## config.mk

```make
export PLATFORM = sky130hd
export DESIGN_NAME = burst_fault_campaign
export DESIGN_NICKNAME = d
export VERILOG_FILES = /design/src/rtl/burst_fault_pkg.sv /design/src/rtl/burst_mask_gen.sv /design/src/rtl/burst_fault_campaign.sv
export SDC_FILE = /design/constraint.sdc
export NUM_CORES = 1
export LEC_CHECK = 0
export CELL_PAD_IN_SITES_DETAIL_PLACEMENT = 0
export CELL_PAD_IN_SITES_GLOBAL_PLACEMENT = 1
export CORE_ASPECT_RATIO = 1.25
export CORE_UTILIZATION = 39
export CTS_CLUSTER_DIAMETER = 150
export DETAILED_ROUTE_END_ITERATION = 16
export HOLD_SLACK_MARGIN = 0.03
export PLACE_DENSITY_LB_ADDON = 0.1
export SLEW_MARGIN = 20
export SYNTH_ARGS = -nofsm -noshare
export SYNTH_HDL_FRONTEND = slang
export SYNTH_SLANG_ARGS = --single-unit
```

## constraint.sdc

```tcl
create_clock -name clk -period 5 [get_ports clk]
set_clock_uncertainty 0.2 [all_clocks]
set_input_delay 0.5 -clock clk [delete_from_list [all_inputs] [get_ports clk]]
set_output_delay 0.5 -clock clk [all_outputs]
set_load 0.01 [all_outputs]
```

## src/rtl/burst_fault_pkg.sv

```systemverilog
// Shared constants for the burst fault injector.
//   MODE_*            campaign mode encodings carried on cfg_mode
//   LFSR_TAPS         Galois feedback mask for x^16+x^14+x^13+x^11+1
//   LFSR_DEFAULT_SEED default random-campaign seed
//   lfsr_next()       one Galois step (shift right, xor taps when bit0 was set)
package burst_fault_pkg;

  localparam logic [1:0] MODE_FIXED  = 2'd0;
  localparam logic [1:0] MODE_SWEEP  = 2'd1;
  localparam logic [1:0] MODE_RANDOM = 2'd2;
  localparam logic [1:0] MODE_RSVD   = 2'd3;

  localparam logic [15:0] LFSR_TAPS         = 16'hB400;
  localparam logic [15:0] LFSR_DEFAULT_SEED = 16'hACE1;

  function automatic logic [15:0] lfsr_next(input logic [15:0] s);
    return s[0] ? ((s >> 1) ^ LFSR_TAPS) : (s >> 1);
  endfunction

endpackage

```

## src/rtl/burst_mask_gen.sv

```systemverilog
// Combinational burst mask: sets bits start..start+len of a DATA_W word.
// Bits that would land at or above DATA_W are dropped (clipped at the MSB,
// never wrapped); a start at or beyond DATA_W yields an all-zero mask.
//   start  in  ADDR_W  first flipped bit
//   len    in  LEN_W   burst length minus one
//   mask   out DATA_W  resulting flip mask
module burst_mask_gen #(
  parameter  int DATA_W    = 12,
  parameter  int MAX_BURST = 4,
  localparam int ADDR_W    = $clog2(DATA_W),
  localparam int LEN_W     = $clog2(MAX_BURST)
) (
  input  logic [ADDR_W-1:0] start,
  input  logic [LEN_W-1:0]  len,
  output logic [DATA_W-1:0] mask
);

  // Last covered bit, computed wide so start+len never overflows.
  logic [31:0] last;
  assign last = 32'(start) + 32'(len);

  for (genvar i = 0; i < DATA_W; i++) begin : g_bit
    assign mask[i] = (32'(i) >= 32'(start)) && (32'(i) <= last);
  end

endmodule

```

## src/rtl/burst_fault_campaign.sv

```systemverilog
// Streaming burst-fault injector. Sits between an encoder and a decoder and
// flips a contiguous bit burst in selected codewords, with fixed, exhaustive
// sweep and pseudo-random campaigns. One registered valid/ready stage.
//   clk, rst                  clock, synchronous active-high reset
//   in_valid/in_ready/in_code upstream codeword stream
//   out_valid/out_ready       downstream handshake
//   out_error_code            in_code ^ out_err_mask
//   out_err_mask/start/len    burst applied to this word (zeros when clean)
//   cfg_load                  pulse: latch cfg_*, restart campaign
//   cfg_en/mode/start/len     campaign configuration
//   cfg_interval              inject every (cfg_interval+1)-th accepted word
//   inject_count              saturating injected-word count
//   sweep_done                sticky, sweep campaign exhausted
// Build option: define FAULT_RANDOM_EN to build the LFSR and RANDOM mode;
// without it mode 2 is pass-through like the reserved mode.
module burst_fault_campaign
  import burst_fault_pkg::*;
#(
  parameter  int          DATA_W    = 12,
  parameter  int          MAX_BURST = 4,
  parameter  int          CNT_W     = 16,
  parameter  logic [15:0] LFSR_SEED = LFSR_DEFAULT_SEED,
  localparam int          ADDR_W    = $clog2(DATA_W),
  localparam int          LEN_W     = $clog2(MAX_BURST)
) (
  input  logic              clk,
  input  logic              rst,
  input  logic              in_valid,
  output logic              in_ready,
  input  logic [DATA_W-1:0] in_code,
  output logic              out_valid,
  input  logic              out_ready,
  output logic [DATA_W-1:0] out_error_code,
  output logic [DATA_W-1:0] out_err_mask,
  output logic [ADDR_W-1:0] out_start,
  output logic [LEN_W-1:0]  out_len,
  input  logic              cfg_load,
  input  logic              cfg_en,
  input  logic [1:0]        cfg_mode,
  input  logic [ADDR_W-1:0] cfg_start,
  input  logic [LEN_W-1:0]  cfg_len,
  input  logic [CNT_W-1:0]  cfg_interval,
  output logic [CNT_W-1:0]  inject_count,
  output logic              sweep_done
);

  // Working configuration, only changed by cfg_load.
  typedef struct packed {
    logic              en;
    logic [1:0]        mode;
    logic [ADDR_W-1:0] start;
    logic [LEN_W-1:0]  len;
    logic [CNT_W-1:0]  interval;
  } cfg_t;

  cfg_t              w_cfg;
  logic [CNT_W-1:0]  ctr;
  logic [ADDR_W-1:0] sw_start;
  logic [LEN_W-1:0]  sw_len;

  logic              accept, active, hit, inject, mode_ok;
  logic [ADDR_W-1:0] sel_start, rand_start;
  logic [LEN_W-1:0]  sel_len, rand_len;
  logic [DATA_W-1:0] gen_mask, word_mask;

  assign in_ready = !out_valid || out_ready;
  assign accept   = in_valid && in_ready;

`ifdef FAULT_RANDOM_EN
  // A zero seed would lock the LFSR, so random mode stays off in that case.
  localparam bit RAND_AVAIL = (LFSR_SEED != 16'h0);

  logic [15:0]       lfsr;
  logic [ADDR_W-1:0] lfsr_lo;

  assign lfsr_lo    = lfsr[ADDR_W-1:0];
  assign rand_start = (32'(lfsr_lo) >= 32'(DATA_W)) ? lfsr_lo - ADDR_W'(DATA_W) : lfsr_lo;
  assign rand_len   = lfsr[ADDR_W +: LEN_W];

  // Steps after its value was used, only on injected random-mode words.
  always_ff @(posedge clk) begin
    if (rst || cfg_load)                                 lfsr <= LFSR_SEED;
    else if (accept && inject && w_cfg.mode == MODE_RANDOM) lfsr <= lfsr_next(lfsr);
  end
`else
  // No LFSR in this build: mode 2 falls back to pass-through.
  localparam bit RAND_AVAIL = 1'b0 && (LFSR_SEED != 16'h0);

  assign rand_start = '0;
  assign rand_len   = '0;
`endif

  always_comb begin
    mode_ok = 1'b0;
    case (w_cfg.mode)
      MODE_FIXED:  mode_ok = 1'b1;
      MODE_SWEEP:  mode_ok = 1'b1;
      MODE_RANDOM: mode_ok = RAND_AVAIL;
      MODE_RSVD:   mode_ok = 1'b0;
    endcase
  end

  assign active = w_cfg.en && mode_ok;
  assign hit    = (ctr == w_cfg.interval);

  // Burst selection for the word currently on the input.
  always_comb begin
    inject    = 1'b0;
    sel_start = '0;
    sel_len   = '0;
    if (active && hit) begin
      case (w_cfg.mode)
        MODE_FIXED: begin
          inject    = 1'b1;
          sel_start = w_cfg.start;
          sel_len   = w_cfg.len;
        end
        MODE_SWEEP: begin
          // Once exhausted, words pass clean and are not counted.
          inject    = !sweep_done;
          sel_start = sweep_done ? '0 : sw_start;
          sel_len   = sweep_done ? '0 : sw_len;
        end
        default: begin
          inject    = 1'b1;
          sel_start = rand_start;
          sel_len   = rand_len;
        end
      endcase
    end
  end

  burst_mask_gen #(
    .DATA_W    (DATA_W),
    .MAX_BURST (MAX_BURST)
  ) u_mask (
    .start (sel_start),
    .len   (sel_len),
    .mask  (gen_mask)
  );

  // The generator sees (0,0) on clean words, which would still set bit 0.
  assign word_mask = inject ? gen_mask : '0;

  always_ff @(posedge clk) begin
    if (rst) begin
      out_valid      <= 1'b0;
      out_error_code <= '0;
      out_err_mask   <= '0;
      out_start      <= '0;
      out_len        <= '0;
      w_cfg          <= '0;
      ctr            <= '0;
      inject_count   <= '0;
      sweep_done     <= 1'b0;
      sw_start       <= '0;
      sw_len         <= '0;
    end else begin
      // Output register: load on accept, otherwise hold until drained.
      if (accept) begin
        out_valid      <= 1'b1;
        out_error_code <= in_code ^ word_mask;
        out_err_mask   <= word_mask;
        out_start      <= sel_start;
        out_len        <= sel_len;
      end else if (out_ready) begin
        out_valid <= 1'b0;
      end

      // cfg_load wins over same-cycle bookkeeping; the word itself still
      // went out above with the old configuration.
      if (cfg_load) begin
        w_cfg        <= '{en: cfg_en, mode: cfg_mode, start: cfg_start,
                          len: cfg_len, interval: cfg_interval};
        ctr          <= '0;
        inject_count <= '0;
        sweep_done   <= 1'b0;
        sw_start     <= '0;
        sw_len       <= '0;
      end else if (accept && active) begin
        ctr <= hit ? '0 : ctr + CNT_W'(1);
        if (inject && inject_count != '1)
          inject_count <= inject_count + CNT_W'(1);
        if (inject && w_cfg.mode == MODE_SWEEP) begin
          if (sw_start == ADDR_W'(DATA_W - 1)) begin
            sw_start <= '0;
            if (sw_len == LEN_W'(MAX_BURST - 1)) sweep_done <= 1'b1;
            else                                 sw_len     <= sw_len + LEN_W'(1);
          end else begin
            sw_start <= sw_start + ADDR_W'(1);
          end
        end
      end
    end
  end

endmodule

```

[Word-level counts from Yosys, hierarchy flattened]
Index checks and enable logic that the tools add are counted.
Operators by class
  equality and inequality tests: 7
  $lt $le $gt $ge: 24
  mux-type cells: 14
  $add $sub $neg: 5
  reduce and logical (&&, ||, !) cells: 30
  bitwise logic cells: 2
Operators by type and width (number)
  <= comparator 3 x 32 -> 1 bit (first input constant): 4
  <= comparator 4 x 32 -> 1 bit (first input constant): 4
  <= comparator 1 x 32 -> 1 bit (first input constant): 2
  <= comparator 2 x 32 -> 1 bit (first input constant): 2
  adder 16 x 1 -> 16 bit (second input constant): 2
  logical AND 1 bit: 18
  equality test 16 bit: 1
  greater-or-equal comparator 3 x 4 -> 1 bit (first input constant): 4
  greater-or-equal comparator 4 bit (first input constant): 4
  2-to-1 mux 16 bit: 1
  != test 16 bit (second input constant): 1
  2-to-1 mux 12 bit: 1
  2-to-1 mux 4 bit: 3
  XOR 12 bit: 1
  greater-or-equal comparator 1 x 4 -> 1 bit (first input constant): 2
  greater-or-equal comparator 2 x 4 -> 1 bit (first input constant): 2
  one-hot mux 4 bit (2 select lines): 1
  AND reduction 4 bit: 2
  equality test 2 bit (second input constant): 3
  OR reduction 2 bit: 3
  adder 4 x 2 -> 5 bit: 1
  adder 4 x 1 -> 4 bit (second input constant): 1
  equality test 4 bit (second input constant): 1
  2-to-1 mux 1 bit: 4
  11 further kinds: 14
Storage, ports and cells
  register bits: 95
  logic and storage cells: 97

[Depth between registers and ports, before layout]
Gate-level depths: netlist (run 1).
  depth after elaboration: 11
  depth in mapped cells: 17
  depth with buffers taken out: 15

[Modules after synthesis]
Synthesis (run 1) repeated with hierarchy kept, for this count alone.
Unflattened totals
  cell total of the unflattened synthesis: 542
  area, all modules: 4772.1 sq um
Modules (own cells, without submodules)
  burst_fault_campaign: cells each 497, area each 4478.0 sq um, instances 1
  burst_mask_gen: cells each 45, area each 294.0 sq um, instances 1

[Worst setup path before layout (run 1)]
No wires, ideal clock.
  kind: reg2reg
  start: register ctr[2]
  end: register out_error_code[5]
  arrival time: 3.665 ns
  path buffers: 2
  stages on the path, launching flop included: 17
  setup time: 0.070 ns
  slack: 1.064 ns
  period minus slack after synthesis: 3.936 ns
  cells stage by stage: dfxtp_1 buf_6 xor2_1 nor4_2 and4_1 buf_4 nand2_1 a21oi_1 ha_1 inv_1 fa_1 nand2_1 a2111oi_0 a211oi_1 o311ai_1 mux2_2 a21oi_1
Between the ends
  word-level cells in the longest chain between the ends: 8
Ends and longest elaborated chain
  start: declaration: line burst_fault_campaign.sv:57  | logic [CNT_W-1:0] ctr;
  start signal: assignment: line burst_fault_campaign.sv:181  | ctr <= hit ? '0 : ctr + CNT_W'(1);
  equality test 16 bit: line burst_fault_campaign.sv:104  | assign hit = (ctr == w_cfg.interval);
  logical AND 1 bit: line burst_fault_campaign.sv:111  | if (active && hit) begin
  2-to-1 mux 2 bit: line burst_fault_campaign.sv:111
  via sel_len[0]: line burst_fault_campaign.sv:63  | logic [LEN_W-1:0] sel_len, rand_len;
  adder 4 x 2 -> 5 bit: line burst_mask_gen.sv:20  | assign last = 32'(start) + 32'(len);
  <= comparator 3 x 32 -> 1 bit: line burst_mask_gen.sv:23  | assign mask[i] = (32'(i) >= 32'(start)) && (32'(i) <= last);
  logical AND 1 bit: line burst_mask_gen.sv:23
  2-to-1 mux 12 bit: line burst_fault_campaign.sv:143  | assign word_mask = inject ? gen_mask : '0;
  XOR 12 bit: line burst_fault_campaign.sv:162  | out_error_code <= in_code ^ word_mask;
  end signal: assignment: line burst_fault_campaign.sv:162
  end: declaration: line burst_fault_campaign.sv:33  | output logic [DATA_W-1:0] out_error_code,
The timed path passes the listed nets, and every way through them passes these cells.
A chain may end at the register's enable or synchronous reset.

[Worst setup path after layout (run 1)]
  start: register ctr[13]
  end: register out_error_code[5]
The elaborated chain is that of the path after synthesis.

==> results_dict.tcl, run 1 <==
set metrics [dict create \
    cts.sinks 95 \
    rsz0062_at_grt "no" \
    die-area_um2 12600 \
    arrival_ns 4.48 \
    yosys.area.top_type "dfxtp_1" \
    cp_max_fo 8 \
    die_x_um 101 \
    ys_ff_latch 95 \
    tightest_slew_ns 0.959 \
    ctsResizeCount 0 \
    portBuffers 90 \
    clk_latency_ns 0.34 \
    clk_pin_slew_ns 0.07 \
    dr.first_iter.drc_count 135 \
    detail-route-antenna-nets 0 \
    p_leak_uw 0.00219 \
    grt_pass1_wl_um 20100 \
    ys_seq_area_share_pct 40.0 \
    synth.avg_cell_area_um2 8.38 \
    cts_setup_buffers 0 \
    antenna_found_initial 0 \
    yosys_most_used_dff "dfxtp_1" \
    drcViolationCount 0 \
    grt-ovfl-total 0 \
    io_pins 91 \
    cp.required_ns 5.07 \
    slew_headroom_pct 36.0 \
    layout_commonest_cell "dfxtp_1" \
    grt_util_all_layers_pct 20.4 \
    instances_no_fill 810 \
    status "complete, no violations" \
    grt_max_degree 40 \
    yosysTopAreaCellShare_pct 40.0 \
    tritoncts "built" \
    dp.cells 794 \
    async_flop_share_pct 0 \
    critPathCaptureType "flop" \
    fmax_mhz 227 \
    syn_area_um2 4750 \
    first_global_vias 4008 \
    setup_violations 0 \
    drv_slew 0 \
    max-vdd-ir-drop_mv 0.208 \
    critPathKind "reg -> reg" \
    start_util_pct 40.5 \
    synth_nets 616 \
    fp.coreArea_um2 11700 \
    fin_crit_ns 4.41 \
    cts_buffers 9 \
    wl_per_cell_um 15.2 \
    drive_gt1_share_pct 6.63 \
    fin_crit_sh_pct 88.2 \
    synthToLayoutAreaGrowth_pct 28.4 \
    hold_buffers 0 \
    yosys_warnings 0 \
    synth.distinct_cells 59 \
    htree_levels 3 \
    n_antenna_cell 0 \
    chipHeight_um 125 \
    netlist_instances 567 \
    mostFrequentLayoutCells "95 x dfxtp_1, 89 x clkdlybuf4s50_1, 79 x nor2_1" \
    dr.pass1.iters 4 \
    nets 693 \
    critPathLaunchType "flop" \
    synth_edf_count 0 \
    holdCritPathClass "reg -> reg" \
    avgViaCountPerCell 5.18 \
    p_per_area_nw_per_um2 278 \
    setup_tns_ns 0 \
    hpwl_um 9170 \
    synthTopCellsByArea "dfxtp_1 40%, mux2i_1 6.3%, nor2_1 6.2%" \
    clk_path_buf_depth 2 \
    routed_wl_um 12300 \
    vias 4196 \
    hold_viol 0 \
    cts-root-buf "clkbuf_16" \
    fp-row-count 44 \
    drv_cap 0 \
    place_congestion 0.862 \
]
-- state kept, by name (all words and copies together), names as in the netlist --
register	count
w_cfg	25
sweep_done	1
out_err_mask	12
out_len	2
sw_len	2
sw_start	4
out_error_code	12
out_start	4
inject_count	16
ctr	16
out_valid	1
-- cell families (layout without fill, tap and decap cells) --
logic type	count (synthesis)	after routing	share of synthesized area, %
multiplexers	33	33	7.03
AND/OR/NAND/NOR	248	248	25.7
flip-flops	95	95	40.0
AO/OA/AOI/OAI	88	88	12.0
buffers and inverters	46	128	4.00
adder cells (fa/ha/maj)	7	7	2.00
XOR/XNOR	50	50	9.22
-- layout make-up --
cell class / instances / area (um2)
fill: 1204 / 5630
multi-input combinational: 426 / 2660
sequential: 95 / 1900
timing repair buffer: 98 / 956
clock buffer: 9 / 225
tap: 161 / 201
clock inverter: 7 / 104
inverter: 14 / 52.6
-- final timing paths --
check,start,endpoint,slack [ns],cells past startpoint
hold / removal,out_error_code[8],out_error_code[8],0.25,2
setup / recovery,ctr[13],out_error_code[5],0.59,14
setup reg to reg,ctr[13],out_error_code[5],0.59,14
hold reg to reg,out_error_code[8],out_error_code[8],0.25,2
-- power by group --
part	internal (uW)	switching (uW)	total (uW)
Combinational	77.7	83.1	161
Sequential	776	14.6	791
Clock	444	302	746
Total	1300	400	1700
-- Yosys cell counts (7+ instances only) --
master and n:
nand3_1 26, nand2b_1 9, a21oi_1 40, dfxtp_1 95, xnor2_1 21, a211oi_1 7
inv_1 14, and3_1 7, mux2i_1 30, xor2_1 29, nand3b_1 7, o21ai_0 9
nor3_1 22, nand2_1 57, nor4_1 7, nor2_1 79, clkbuf_1 22, nand4_1 8
-- worst max-delay path: stages (launching register included) --
cell and delay [ns]:
dfxtp_1 0.34, xor2_1 0.17, nor4_1 0.42, and4_1 0.36, nand2_1 0.18, a21oi_1 0.23, ha_1 0.20, inv_1 0.05
fa_1 0.63, nand2_1 0.16, a2111oi_0 0.41, a211oi_1 0.15, o311ai_1 0.34, mux2_2 0.38, a21oi_1 0.13
-- stage by stage --
stage	cell area (um2)	hold slack (ns)	utilization [%]	setup slack (ns)	total power [uW]
floorplan	4750	0.262	-	1.06	894
global placement	5770	0.238	49.2	0.741	970
detailed placement	5770	0.244	49.2	0.665	971
CTS	6100	0.254	52.0	0.624	1720
global route	6100	0.269	52.0	0.258	1770
finish	6100	0.250	52.0	0.588	1700
-- layer usage --
metal	wire length, um	global-route usage [%]
met1	5580	24.9
met5	0	0
met3	410	3.41
met4	217	7.59
met2	6130	35.5
No activity file was read; power rests on OpenSTA's default activity.
==> run 2: changes to the inputs <==
--- a/config.mk
+++ b/config.mk
@@ -8,7 +8,7 @@
 export CELL_PAD_IN_SITES_DETAIL_PLACEMENT = 0
 export CELL_PAD_IN_SITES_GLOBAL_PLACEMENT = 1
 export CORE_ASPECT_RATIO = 1.25
-export CORE_UTILIZATION = 39
+export CORE_UTILIZATION = 42
 export CTS_CLUSTER_DIAMETER = 150
 export DETAILED_ROUTE_END_ITERATION = 16
 export HOLD_SLACK_MARGIN = 0.03
==> constraint.sdc (replaced) <==
create_clock -name clk -period 5.5 [get_ports clk]
set_clock_uncertainty 0.2 [all_clocks]
set_input_delay 0.55 -clock clk [delete_from_list [all_inputs] [get_ports clk]]
set_output_delay 0.55 -clock clk [all_outputs]
set_load 0.01 [all_outputs]
==> run 2 against run 1 <==
Net effect:
- final area down 2.2%
- via count up 0.62%
- cell count down 4.0%
- global-route usage up 0.60 points
- sequential power down 9.0%
- sequential cell count unchanged
- critical path type unchanged
- critical endpoint unchanged
==> results_dict.tcl, run 2 (same netlist as run 1, synthesis figures left out) <==
set metrics [dict create \
    drive_gt1_share_pct 5.60 \
    fmax_mhz 210 \
    start_util_pct 43.1 \
    cp.required_ns 5.57 \
    layout_commonest_cell "dfxtp_1" \
    dp.cells 762 \
    cts.sinks 95 \
    die-area_um2 11700 \
    largest_register_ffs 25 \
    place_congestion 0.882 \
    drcViolationCount 0 \
    p_leak_uw 0.00214 \
    largest-register "w_cfg" \
    critPathKind "reg -> reg" \
    cts-root-buf "clkbuf_16" \
    drv_cap 0 \
    drv_slew 0 \
    slew_headroom_pct 34.4 \
    grt_use_met3_pct 3.40 \
    detail-route-antenna-nets 0 \
    dr.first_iter.drc_count 154 \
    n_antenna_cell 0 \
    seq_power_share_pct 49.8 \
    rsz0062_at_grt "no" \
    clk_latency_ns 0.35 \
    clkPwrFrac_pct 40.4 \
    setup_slack_ns 0.738 \
    nets 687 \
    clk_pin_slew_ns 0.07 \
    ctsResizeCount 0 \
    tightest_slew_ns 0.985 \
    reg_top3 "w_cfg: 25 flops, ctr: 16 flops, inject_count: 16 flops" \
    fp-row-count 43 \
    grt_max_degree 62 \
    antenna_found_initial 0 \
    critPathCaptureType "flop" \
    holdWs_ns 0.252 \
    holdCritPathClass "reg -> reg" \
    wl_per_cell_um 15.3 \
    avgViaCountPerCell 5.43 \
    first_global_vias 4020 \
    instances_no_fill 778 \
    p_per_area_nw_per_um2 242 \
    grt-ovfl-total 0 \
    dp_slack_ns 0.837 \
    portBuffers 90 \
    vias 4222 \
    hold_start "out_err_mask[8]" \
    tritoncts "built" \
    cts_setup_buffers 0 \
    switching_power_uw 362 \
    p_int_uw 1080 \
    hold_buffers 0 \
    reg2reg_slack_ns 0.74 \
    hpwl_um 8500 \
    grt_pass1_wl_um 19900 \
    cts_buffers 9 \
    swShare_pct 25.0 \
    io_pins 91 \
    grtUsageMet2_pct 35.8 \
    fp.coreArea_um2 11000 \
    synthToLayoutAreaGrowth_pct 25.6 \
    grt_use_met1_pct 25.9 \
    htree_levels 3 \
    dr.pass1.iters 5 \
    crit_start "ctr[11]" \
    timing.rr.start "ctr[11]" \
    cp_max_fo 12 \
    fin_crit_sh_pct 86.6 \
    clk_path_buf_depth 2 \
    routed_wl_um 11900 \
    critPathLaunchType "flop" \
    grt_util_all_layers_pct 21.0 \
    setup_tns_ns 0 \
    grt_busiest_layer "met2" \
    chipHeight_um 121 \
    p_comb_share_pct 9.8 \
    status "complete, no violations" \
    hold_viol 0 \
    fin_crit_ns 4.76 \
    arrival_ns 4.83 \
    die_x_um 97.1 \
    setup_violations 0 \
    max-vdd-ir-drop_mv 0.184 \
    mostFrequentLayoutCells "95 x dfxtp_1, 89 x clkdlybuf4s50_1, 79 x nor2_1" \
]
==> run 2: changes by cell type in the layout (fill, tap and decap cells not counted) <==
cell and delta:
inv_8 -1, clkinvlp_4 -1, clkinv_2 +2, buf_4 -6, inv_6 +1, clkbuf_1 +1
bufinv_16 -2
==> run 2: final timing paths <==
check | endpoint | cells past startpoint
setup / recovery | out_error_code[5] | 14
hold / removal | out_err_mask[8] | 2
setup reg to reg | out_error_code[5] | 14
hold reg to reg | out_err_mask[8] | 2
==> run 2: layout make-up <==
cell class / instances / area (um2)
clock buffers: 10 / 229
inverters: 14 / 52.6
multi-input cells: 426 / 2660
clock inverters: 6 / 43.8
flip-flops and latches: 95 / 1900
repair buffers: 92 / 911
well taps: 135 / 169
fillers: 1072 / 5060
==> run 2: routing by layer <==
layer / up-vias / wire [um] / share of wire (%)
met4: 0 / 318 / 2.7
met2: 116 / 5780 / 49
met5: - / 0 / 0
li1: 2108 / - / -
met3: 23 / 503 / 4.2
met1: 1975 / 5260 / 44
==> run 2: per-stage QoR <==
stage          total power [uW]  util (%)  cell area [um2]
2_1_floorplan               813         -             4750
3_3_place_gp                877      51.6             5690
3_5_place_dp                878      51.6             5690
4_1_cts                    1470      54.1             5970
5_1_grt                    1510      54.1             5970
6_report                   1450      54.1             5970
==> run 2: power groups by stage <==
stage	logic (uW)	registers (uW)	clock network (uW)
6_report	141	720	584
3_3_place_gp	142	736	0
3_5_place_dp	142	736	0
4_1_cts	143	720	603
5_1_grt	155	723	628
2_1_floorplan	79.4	734	0
==> run 2: worst max-delay path, cell delays in order (launching register included) <==
cell       delay, ns
dfxtp_1         0.36
xor2_1          0.17
nor4_1          0.39
and4_1          0.58
nand2_1         0.26
a21oi_1         0.25
ha_1            0.20
inv_1           0.05
fa_1            0.65
nand2_1         0.16
a2111oi_0       0.41
a211oi_1        0.15
o311ai_1        0.34
mux2_2          0.38
a21oi_1         0.13
